### config.mk
export PLATFORM = sky130hd
export DESIGN_NAME = forward_hazard_unit
export DESIGN_NICKNAME = d
export VERILOG_FILES = /design/src/rtl/forward_hazard_unit_pkg.sv /design/src/rtl/forward_hazard_unit_match.sv /design/src/rtl/forward_hazard_unit.sv
export SDC_FILE = /design/constraint.sdc
export NUM_CORES = 1
export LEC_CHECK = 0
export CORE_MARGIN = 2
export CORE_UTILIZATION = 27
export DETAILED_ROUTE_END_ITERATION = 16
export HOLD_SLACK_MARGIN = 0.1
export PLACE_DENSITY = 0.77
export SLEW_MARGIN = 20
export SYNTH_ARGS = -nofsm -noshare
export SYNTH_HDL_FRONTEND = slang
export SYNTH_SLANG_ARGS = --single-unit
### constraint.sdc
create_clock -name clk -period 1.85 [get_ports clk]
set_input_delay 0.37 -clock clk [delete_from_list [all_inputs] [get_ports clk]]
set_output_delay 0.37 -clock clk [all_outputs]
set_load 0.02 [all_outputs]
### src/rtl/forward_hazard_unit_pkg.sv
// rtl/forward_hazard_unit_pkg.sv - shared types for the operand-forwarding / load-use hazard unit
package forward_hazard_unit_pkg;

    localparam int FWD_NUM_SRC_DEFAULT = 2;
    localparam int FWD_NUM_OPS_DEFAULT = 2;
    localparam int FWD_SEL_W_DEFAULT   = $clog2(FWD_NUM_SRC_DEFAULT + 1);

    localparam logic [1:0] ST_IDLE      = 2'd0;
    localparam logic [1:0] ST_LU_BUBBLE = 2'd1;
    localparam logic [1:0] ST_MEM_WAIT  = 2'd2;

    typedef enum logic [1:0] {
        IDLE      = ST_IDLE,
        LU_BUBBLE = ST_LU_BUBBLE,
        MEM_WAIT  = ST_MEM_WAIT
    } hazard_state_t;

    typedef logic [FWD_SEL_W_DEFAULT-1:0] fwd_src_t;

    function automatic logic [31:0] sat_inc32(input logic [31:0] value);
        return (value == 32'hFFFF_FFFF) ? value : value + 32'd1;
    endfunction

endpackage

### src/rtl/forward_hazard_unit_match.sv
// rtl/forward_hazard_unit_match.sv - per-operand producer match and youngest-first priority encoder
module forward_hazard_unit_match
    import forward_hazard_unit_pkg::*;
#(
    parameter int NUM_SRC = FWD_NUM_SRC_DEFAULT,
    parameter int SEL_W   = $clog2(NUM_SRC + 1)
) (
    input  logic [NUM_SRC-1:0]      src_valid,
    input  logic [NUM_SRC-1:0]      src_load_regfile,
    input  logic [NUM_SRC-1:0][4:0] src_rd,
    input  logic [4:0]              rs,
    input  logic                    rs_used,
    output logic [SEL_W-1:0]        sel
);

    logic [NUM_SRC-1:0] match;

    always_comb begin
        match = '0;
        for (int k = 0; k < NUM_SRC; k++) begin
            match[k] = src_valid[k] & src_load_regfile[k] & rs_used &
                       (src_rd[k] == rs) & (src_rd[k] != 5'd0);
        end
    end

    // Scan oldest to youngest so the lowest matching stage overwrites the rest.
    always_comb begin
        sel = '0;
        for (int k = NUM_SRC - 1; k >= 0; k--) begin
            if (match[k]) begin
                sel = SEL_W'(k + 1);
            end
        end
    end

endmodule

### src/rtl/forward_hazard_unit.sv
// rtl/forward_hazard_unit.sv - operand forwarding select and load-use stall FSM
// Optional stall-cycle performance counter enabled by FWD_PERF_CNT_EN.
module forward_hazard_unit
    import forward_hazard_unit_pkg::*;
#(
    parameter int NUM_SRC = FWD_NUM_SRC_DEFAULT,
    parameter int NUM_OPS = FWD_NUM_OPS_DEFAULT,
    parameter int SEL_W   = $clog2(NUM_SRC + 1)
) (
    input  logic                         clk,
    input  logic                         rst,
    input  logic                         pipe_stall,
    input  logic [NUM_SRC-1:0]           src_valid,
    input  logic [NUM_SRC-1:0]           src_load_regfile,
    input  logic [NUM_SRC-1:0]           src_is_load,
    input  logic [NUM_SRC-1:0][4:0]      src_rd,
    input  logic                         dmem_resp,
    input  logic [NUM_OPS-1:0][4:0]      id_rs,
    input  logic [NUM_OPS-1:0]           id_rs_used,
    output logic [NUM_OPS-1:0][SEL_W-1:0] fwd_sel,
    output logic                         stall_id,
    output logic                         bubble_ex,
    output logic [31:0]                  stall_cycles
);

    hazard_state_t state;
    hazard_state_t state_next;
    logic          load_use;
    logic          unused_is_load;

    for (genvar j = 0; j < NUM_OPS; j++) begin : g_op
        forward_hazard_unit_match #(
            .NUM_SRC (NUM_SRC),
            .SEL_W   (SEL_W)
        ) u_match (
            .src_valid        (src_valid),
            .src_load_regfile (src_load_regfile),
            .src_rd           (src_rd),
            .rs               (id_rs[j]),
            .rs_used          (id_rs_used[j]),
            .sel              (fwd_sel[j])
        );
    end

    // Only the youngest stage can hold a load whose data is not yet forwardable.
    assign unused_is_load = ^src_is_load;

    always_comb begin
        load_use = 1'b0;
        for (int j = 0; j < NUM_OPS; j++) begin
            if (fwd_sel[j] == SEL_W'(1)) begin
                load_use = load_use | src_is_load[0];
            end
        end
    end

    always_comb begin
        stall_id   = 1'b0;
        state_next = state;
        case (state)
            IDLE: begin
                if (load_use) begin
                    stall_id   = 1'b1;
                    state_next = LU_BUBBLE;
                end
            end
            LU_BUBBLE, MEM_WAIT: begin
                if (dmem_resp) begin
                    state_next = IDLE;
                end else begin
                    stall_id   = 1'b1;
                    state_next = MEM_WAIT;
                end
            end
            default: begin
                state_next = IDLE;
            end
        endcase
    end

    assign bubble_ex = stall_id;

    always_ff @(posedge clk or posedge rst) begin
        if (rst) begin
            state <= IDLE;
        end else if (!pipe_stall) begin
            state <= state_next;
        end
    end

`ifdef FWD_PERF_CNT_EN
    always_ff @(posedge clk or posedge rst) begin
        if (rst) begin
            stall_cycles <= 32'd0;
        end else if (!pipe_stall && stall_id) begin
            stall_cycles <= sat_inc32(stall_cycles);
        end
    end
`else
    assign stall_cycles = 32'd0;
`endif

endmodule

=== Yosys cells after proc, flatten, opt, wreduce, memory -nomap -nowiden ===
Index checks and enable logic that the tools add are counted.

* Equality and inequality tests: 9
* Mux-type cells: 12
* Bitwise logic cells: 16
* Reductions and logical operators: 5

{| class="wikitable"
|+ Operators by type and width
! cell !! number
|-
| $eq A5 B5 Y1 || 4
|-
| $and A1 B1 Y1 || 14
|-
| $mux W2 || 6
|-
| $reduce_bool A5 Y1 || 2
|-
| $eq A2 B1 Y1 const B || 3
|-
| $mux W1 || 4
|-
| $pmux W2 S2 || 1
|-
| $eq A2 B2 Y1 const B || 1
|-
| $logic_not A2 Y1 || 1
|-
| $ne A2 B2 Y1 const B || 1
|-
| $pmux W1 S2 || 1
|-
| $reduce_and A2 Y1 || 1
|-
| $reduce_or A2 Y1 || 1
|-
| $not A1 Y1 || 1
|-
| $or A1 B1 Y1 || 1
|}

* Flip-flop bits (word level): 2

=== Longest topological paths before layout ===
* Word-level depth: 12
* Mapped depth: 6

=== Hierarchy ===
Synthesis repeated with hierarchy kept, for this count alone.

* Cell total of the unflattened synthesis: 96
* Area total of the unflattened synthesis: 773.2 um2

{| class="wikitable"
|+ Modules (own cells, without submodules)
! module !! times used !! cells each !! area an instance (um2) !! seq. area each (um2)
|-
| forward_hazard_unit || 1 || 52 || 445.4 || 50.0
|-
| forward_hazard_unit_match || 2 || 22 || 163.9 || 0.0
|}

=== Worst setup path after synthesis ===
Ideal clock, no wire load.

* Kind: input port to output port
* From: input port id_rs[0] (netlist bit)
* To: output port stall_id
* Arrival: 2.176 ns
* Data required time: 1.480 ns
* Slack: -0.696 ns
* Stages on the path: 6
* Path buffers: 1
* Path through: xnor2_1 -> nand4_1 -> nor3_1 -> nor2_1 -> o31ai_2 -> buf_4

{| class="wikitable"
|+ RTL lines
! element !! RTL line !! text
|-
| from (decl) || forward_hazard_unit.sv:18 || <nowiki>input logic [NUM_OPS-1:0][4:0] id_rs,</nowiki>
|-
| to (decl) || forward_hazard_unit.sv:21 || <nowiki>output logic stall_id,</nowiki>
|}

=== Worst setup path in the final report ===
* From: input port src_rd[2] (netlist bit)
* To: output port bubble_ex

* Word-level cells in the longest chain between the ends: 10
* Elaborated cells on any way between the ends: 16
* Those cells by class: eq/ne: 4; mux: 6; bitwise: 5; reduce/logical: 1

{| class="wikitable"
|+ Ends and longest elaborated chain
! element !! RTL line !! text
|-
| from (decl) || forward_hazard_unit.sv:16 || <nowiki>input logic [NUM_SRC-1:0][4:0] src_rd,</nowiki>
|-
| $eq A5 B5 Y1 || forward_hazard_unit_match.sv:22 || <nowiki>(src_rd[k] == rs) & (src_rd[k] != 5'd0);</nowiki>
|-
| $and A1 B1 Y1 || forward_hazard_unit_match.sv:21 || <nowiki>match[k] = src_valid[k] & src_load_regfile[k] & rs_used &</nowiki>
|-
| $and A1 B1 Y1 || forward_hazard_unit_match.sv:22 ||
|-
| $mux W2 || forward_hazard_unit_match.sv:30 || <nowiki>if (match[k]) begin</nowiki>
|-
| $eq A2 B1 Y1 || forward_hazard_unit.sv:51 || <nowiki>if (fwd_sel[j] == SEL_W'(1)) begin</nowiki>
|-
| $mux W1 || forward_hazard_unit.sv:51 ||
|-
| $or A1 B1 Y1 || forward_hazard_unit.sv:52 || <nowiki>load_use = load_use | src_is_load[0];</nowiki>
|-
| $mux W1 (*) || forward_hazard_unit.sv:51 ||
|-
| $mux W1 (*) || forward_hazard_unit.sv:62 || <nowiki>if (load_use) begin</nowiki>
|-
| $pmux W1 S2 (*) || forward_hazard_unit.sv:60 || <nowiki>case (state)</nowiki>
|-
| to (decl) || forward_hazard_unit.sv:22 || <nowiki>output logic bubble_ex,</nowiki>
|}

Every way passes the cells marked *; elsewhere a longest branch is shown, timed or not.

==> impl_metrics.ini <==
[synthesis]
synth_top_family_by_area = buffers and inverters
yosys-top-cells-area = sky130_fd_sc_hd__buf_4 35%, sky130_fd_sc_hd__xnor2_1 15%, sky130_fd_sc_hd__xor2_1 9.8%
synth-compound-area-share = 0.102
netlist-cell-type-count = 24
yosys_warnings = 0
synth_adder_area_share = 0.0351
post_synth_xor_area_fraction = 0.246
syn_area_um2 = 712
synth_simple_gate_area_frac = 0.172
synth.ff_latch_count = 2
netlist.area_leader.share = 0.348
yosysSeqAreaShare = 0.0703
synth_area_leader_cell = sky130_fd_sc_hd__buf_4
avgSynthCellArea_um2 = 7.74
synthesized_netlist_cell_count = 92
post_synth_mux_area_share = 0

[critical_path]
critical_path.endpoint_type = output pin
criticalPathCategory = in2out
timing.reg2reg.setup_slack_ns = 0.43
crit_path_start = src_rd[2]
worstReg2RegEnd = state[1]
worstReg2RegStart = state[1]
worst-r2r-cell-count = 6
critPathRequiredTime_ns = 1.48
signal_arrival_time_at_the_worst_endpoint_ns = 1.74
critical_path_peak_fanout = 3
worst_setup_path_start_kind = input pin

[floorplan]
dieArea_um2 = 3060
io-pin-count = 70
die_x_um = 55.4
row_count = 18
floorplan.die.height_um = 55.4
floorplan.initialDensity = 0.287
coreArea_um2 = 2480

[drt]
routed_via_count = 764
detail_route.first_pass.iterations = 2
first_iter_violations = 2
drt-total-wl_mm = 2.19
detail_route.vias_per_cell = 4.09
antenna_left = 0
drcViolationCount = 0
mean_routed_wirelength_per_cell_um = 11.7

[cells_and_area]
finish.net_count = 193
largest_reg_flops = 2
largestRegisters = state x2
num_antenna_cells = 0
regMostFlops = state
final_cell_count_no_fill = 187
design_area_um2 = 1290
final_util = 0.523
syn_to_final_growth_pct = 81.9
fillCellCount = 227
drive_gt1_frac = 0.401

[clock_network]
cts_buffers = 3
clk_root_buffer_cell = sky130_fd_sc_hd__clkbuf_4
clock_insertion_delay_worst_skew_ns = 0.22
h_tree_depth = 1
tritoncts = built
cts_sinks = 2
cts-root-to-sink-buffers = 2
path_clk_slew_ns = 0.03

[flow_run]
max-cap-violations = 0

[sta]
maxSlewViolCount = 0
setup_viol = 6
final_period_util = 1.14
fin_setup_tns_ns = -1.25
clock-skew-final_ns = 0.00330
rsz0062_at_grt = true
fmax_mhz = 475
timing.final.crit_period_ns = 2.11
hold_viol = 0
finalWorstSetupSlack_ns = -0.256
finalHoldWorstSlack_ns = 0.295

[global_route]
grt_overflow = 0
antenna_violations_before_repair = 0
global_route.usage.total = 0.140
global_route_wire_length_before_repair_mm = 3.54
vias_in_the_first_global_route = 779
grt_max_degree = 5

[place]
final_replace_weighted_congestion = 0.758
dp_worst_setup_slack_ns = -1.07
placedCellCount = 175
hpwl_mm = 1.74
dpl_cell_area_um2 = 1170
port_buffer_cells = 36

[power]
vdd_ir_drop_max_mv = 0.383
p_per_area_nw_per_um2 = 457
power.leakage_nw = 0.655
total_power_uw = 591

[status]
outcome = finished, violations left
violations = setup timing

[worst_hold_path]
min-delay-path-class = in2async
[cell families (layout without fill, tap and decap cells)]
| logic type | Yosys count | count (layout) |
|---|---|---|
| fa+ha+maj | 2 | 2 |
| other cells | 1 | 32 |
| compound gates | 8 | 8 |
| buf+inv | 37 | 71 |
| flops | 2 | 2 |
| simple gates | 22 | 22 |
| xor+xnor | 20 | 20 |
[worst max-delay path, cell delays in order]
cell                       delay (ns)
sky130_fd_sc_hd__buf_6           0.10
sky130_fd_sc_hd__or4_4           0.55
sky130_fd_sc_hd__o211ai_4        0.26
sky130_fd_sc_hd__nor3_4          0.08
sky130_fd_sc_hd__nor2_2          0.16
sky130_fd_sc_hd__o31ai_4         0.08
sky130_fd_sc_hd__buf_6           0.14
[cell usage in the layout, fill, tap and decap left out, types with 2 or more instances in the layout]
master                            synthesis  layout
sky130_fd_sc_hd__conb_1                   1      32
sky130_fd_sc_hd__buf_4                   33      26
sky130_fd_sc_hd__clkdlybuf4s50_1          0      10
sky130_fd_sc_hd__buf_6                    0      10
sky130_fd_sc_hd__xor2_1                   8       8
sky130_fd_sc_hd__xnor2_1                 12       7
sky130_fd_sc_hd__buf_2                    0       7
sky130_fd_sc_hd__xnor2_2                  0       5
sky130_fd_sc_hd__nand2_1                  5       5
sky130_fd_sc_hd__clkdlybuf4s15_1          0       5
sky130_fd_sc_hd__inv_1                    4       4
sky130_fd_sc_hd__dlygate4sd2_1            0       4
sky130_fd_sc_hd__nor3_2                   1       3
sky130_fd_sc_hd__clkbuf_4                 0       3
sky130_fd_sc_hd__or4_4                    1       2
sky130_fd_sc_hd__nand4_1                  2       2
sky130_fd_sc_hd__o22a_1                   2       2
sky130_fd_sc_hd__nor3_4                   0       2
sky130_fd_sc_hd__nor4_1                   3       2
sky130_fd_sc_hd__nand3_1                  2       2
sky130_fd_sc_hd__ha_1                     2       2
sky130_fd_sc_hd__dfrtp_1                  2       2
[repair_timing]
item,in CTS,in global routing
hold endpoints to repair,0,0
endpoints found under the setup margin,8,8
pin swaps,24,20
gates resized for setup,89,13
buffers inserted,8,4
hold buffers,0,0
[area by class of cell]
cell class | count | area, um^2 | share of cell area
sequential | 2 | 50.0 | 0.0386
inverter | 4 | 15.0 | 0.0116
clock buffer | 3 | 22.5 | 0.0174
tap | 30 | 37.5 | 0.0290
timing repair buffer | 64 | 546 | 0.421
multi-input combinational | 84 | 624 | 0.482
[where the power goes]
group | total (mW) | leakage [nW] | internal, mW | switching (mW)
registers | 0.0678 | 0.0255 | 0.0561 | 0.0116
logic | 0.429 | 0.616 | 0.204 | 0.225
clock network | 0.0948 | 0.0138 | 0.0714 | 0.0233
[Yosys cell counts (all sizes together)]
library cell  instances
o31ai                 1
o22a                  2
o32ai                 1
nand4                 2
ha                    2
a21oi                 1
and2                  1
o211ai                2
a211o                 1
xnor2                12
or4                   2
nor2                  2
nor4                  3
dfrtp                 2
buf                  33
inv                   4
conb                  1
nand2                 5
nand3                 2
xor2                  8
nor3                  5
[metal layers]
metal	share of wire	vias to the layer above	GRT usage
li1	-	378	-
met1	0.40	351	0.165
met2	0.54	33	0.260
met3	0.054	2	0.0187
met4	0.0068	0	0.0418
met5	0	-	0
[worst max-delay path by stage]
| stage | endpoint | depth (start not counted) |
|---|---|---|
| global placement | bubble_ex | 8 |
| global route | bubble_ex | 7 |
| finish | bubble_ex | 7 |
| detailed placement | bubble_ex | 8 |
| CTS | bubble_ex | 7 |
| floorplan | stall_id | 6 |
Note: power is estimated with default switching activity, not from simulation.
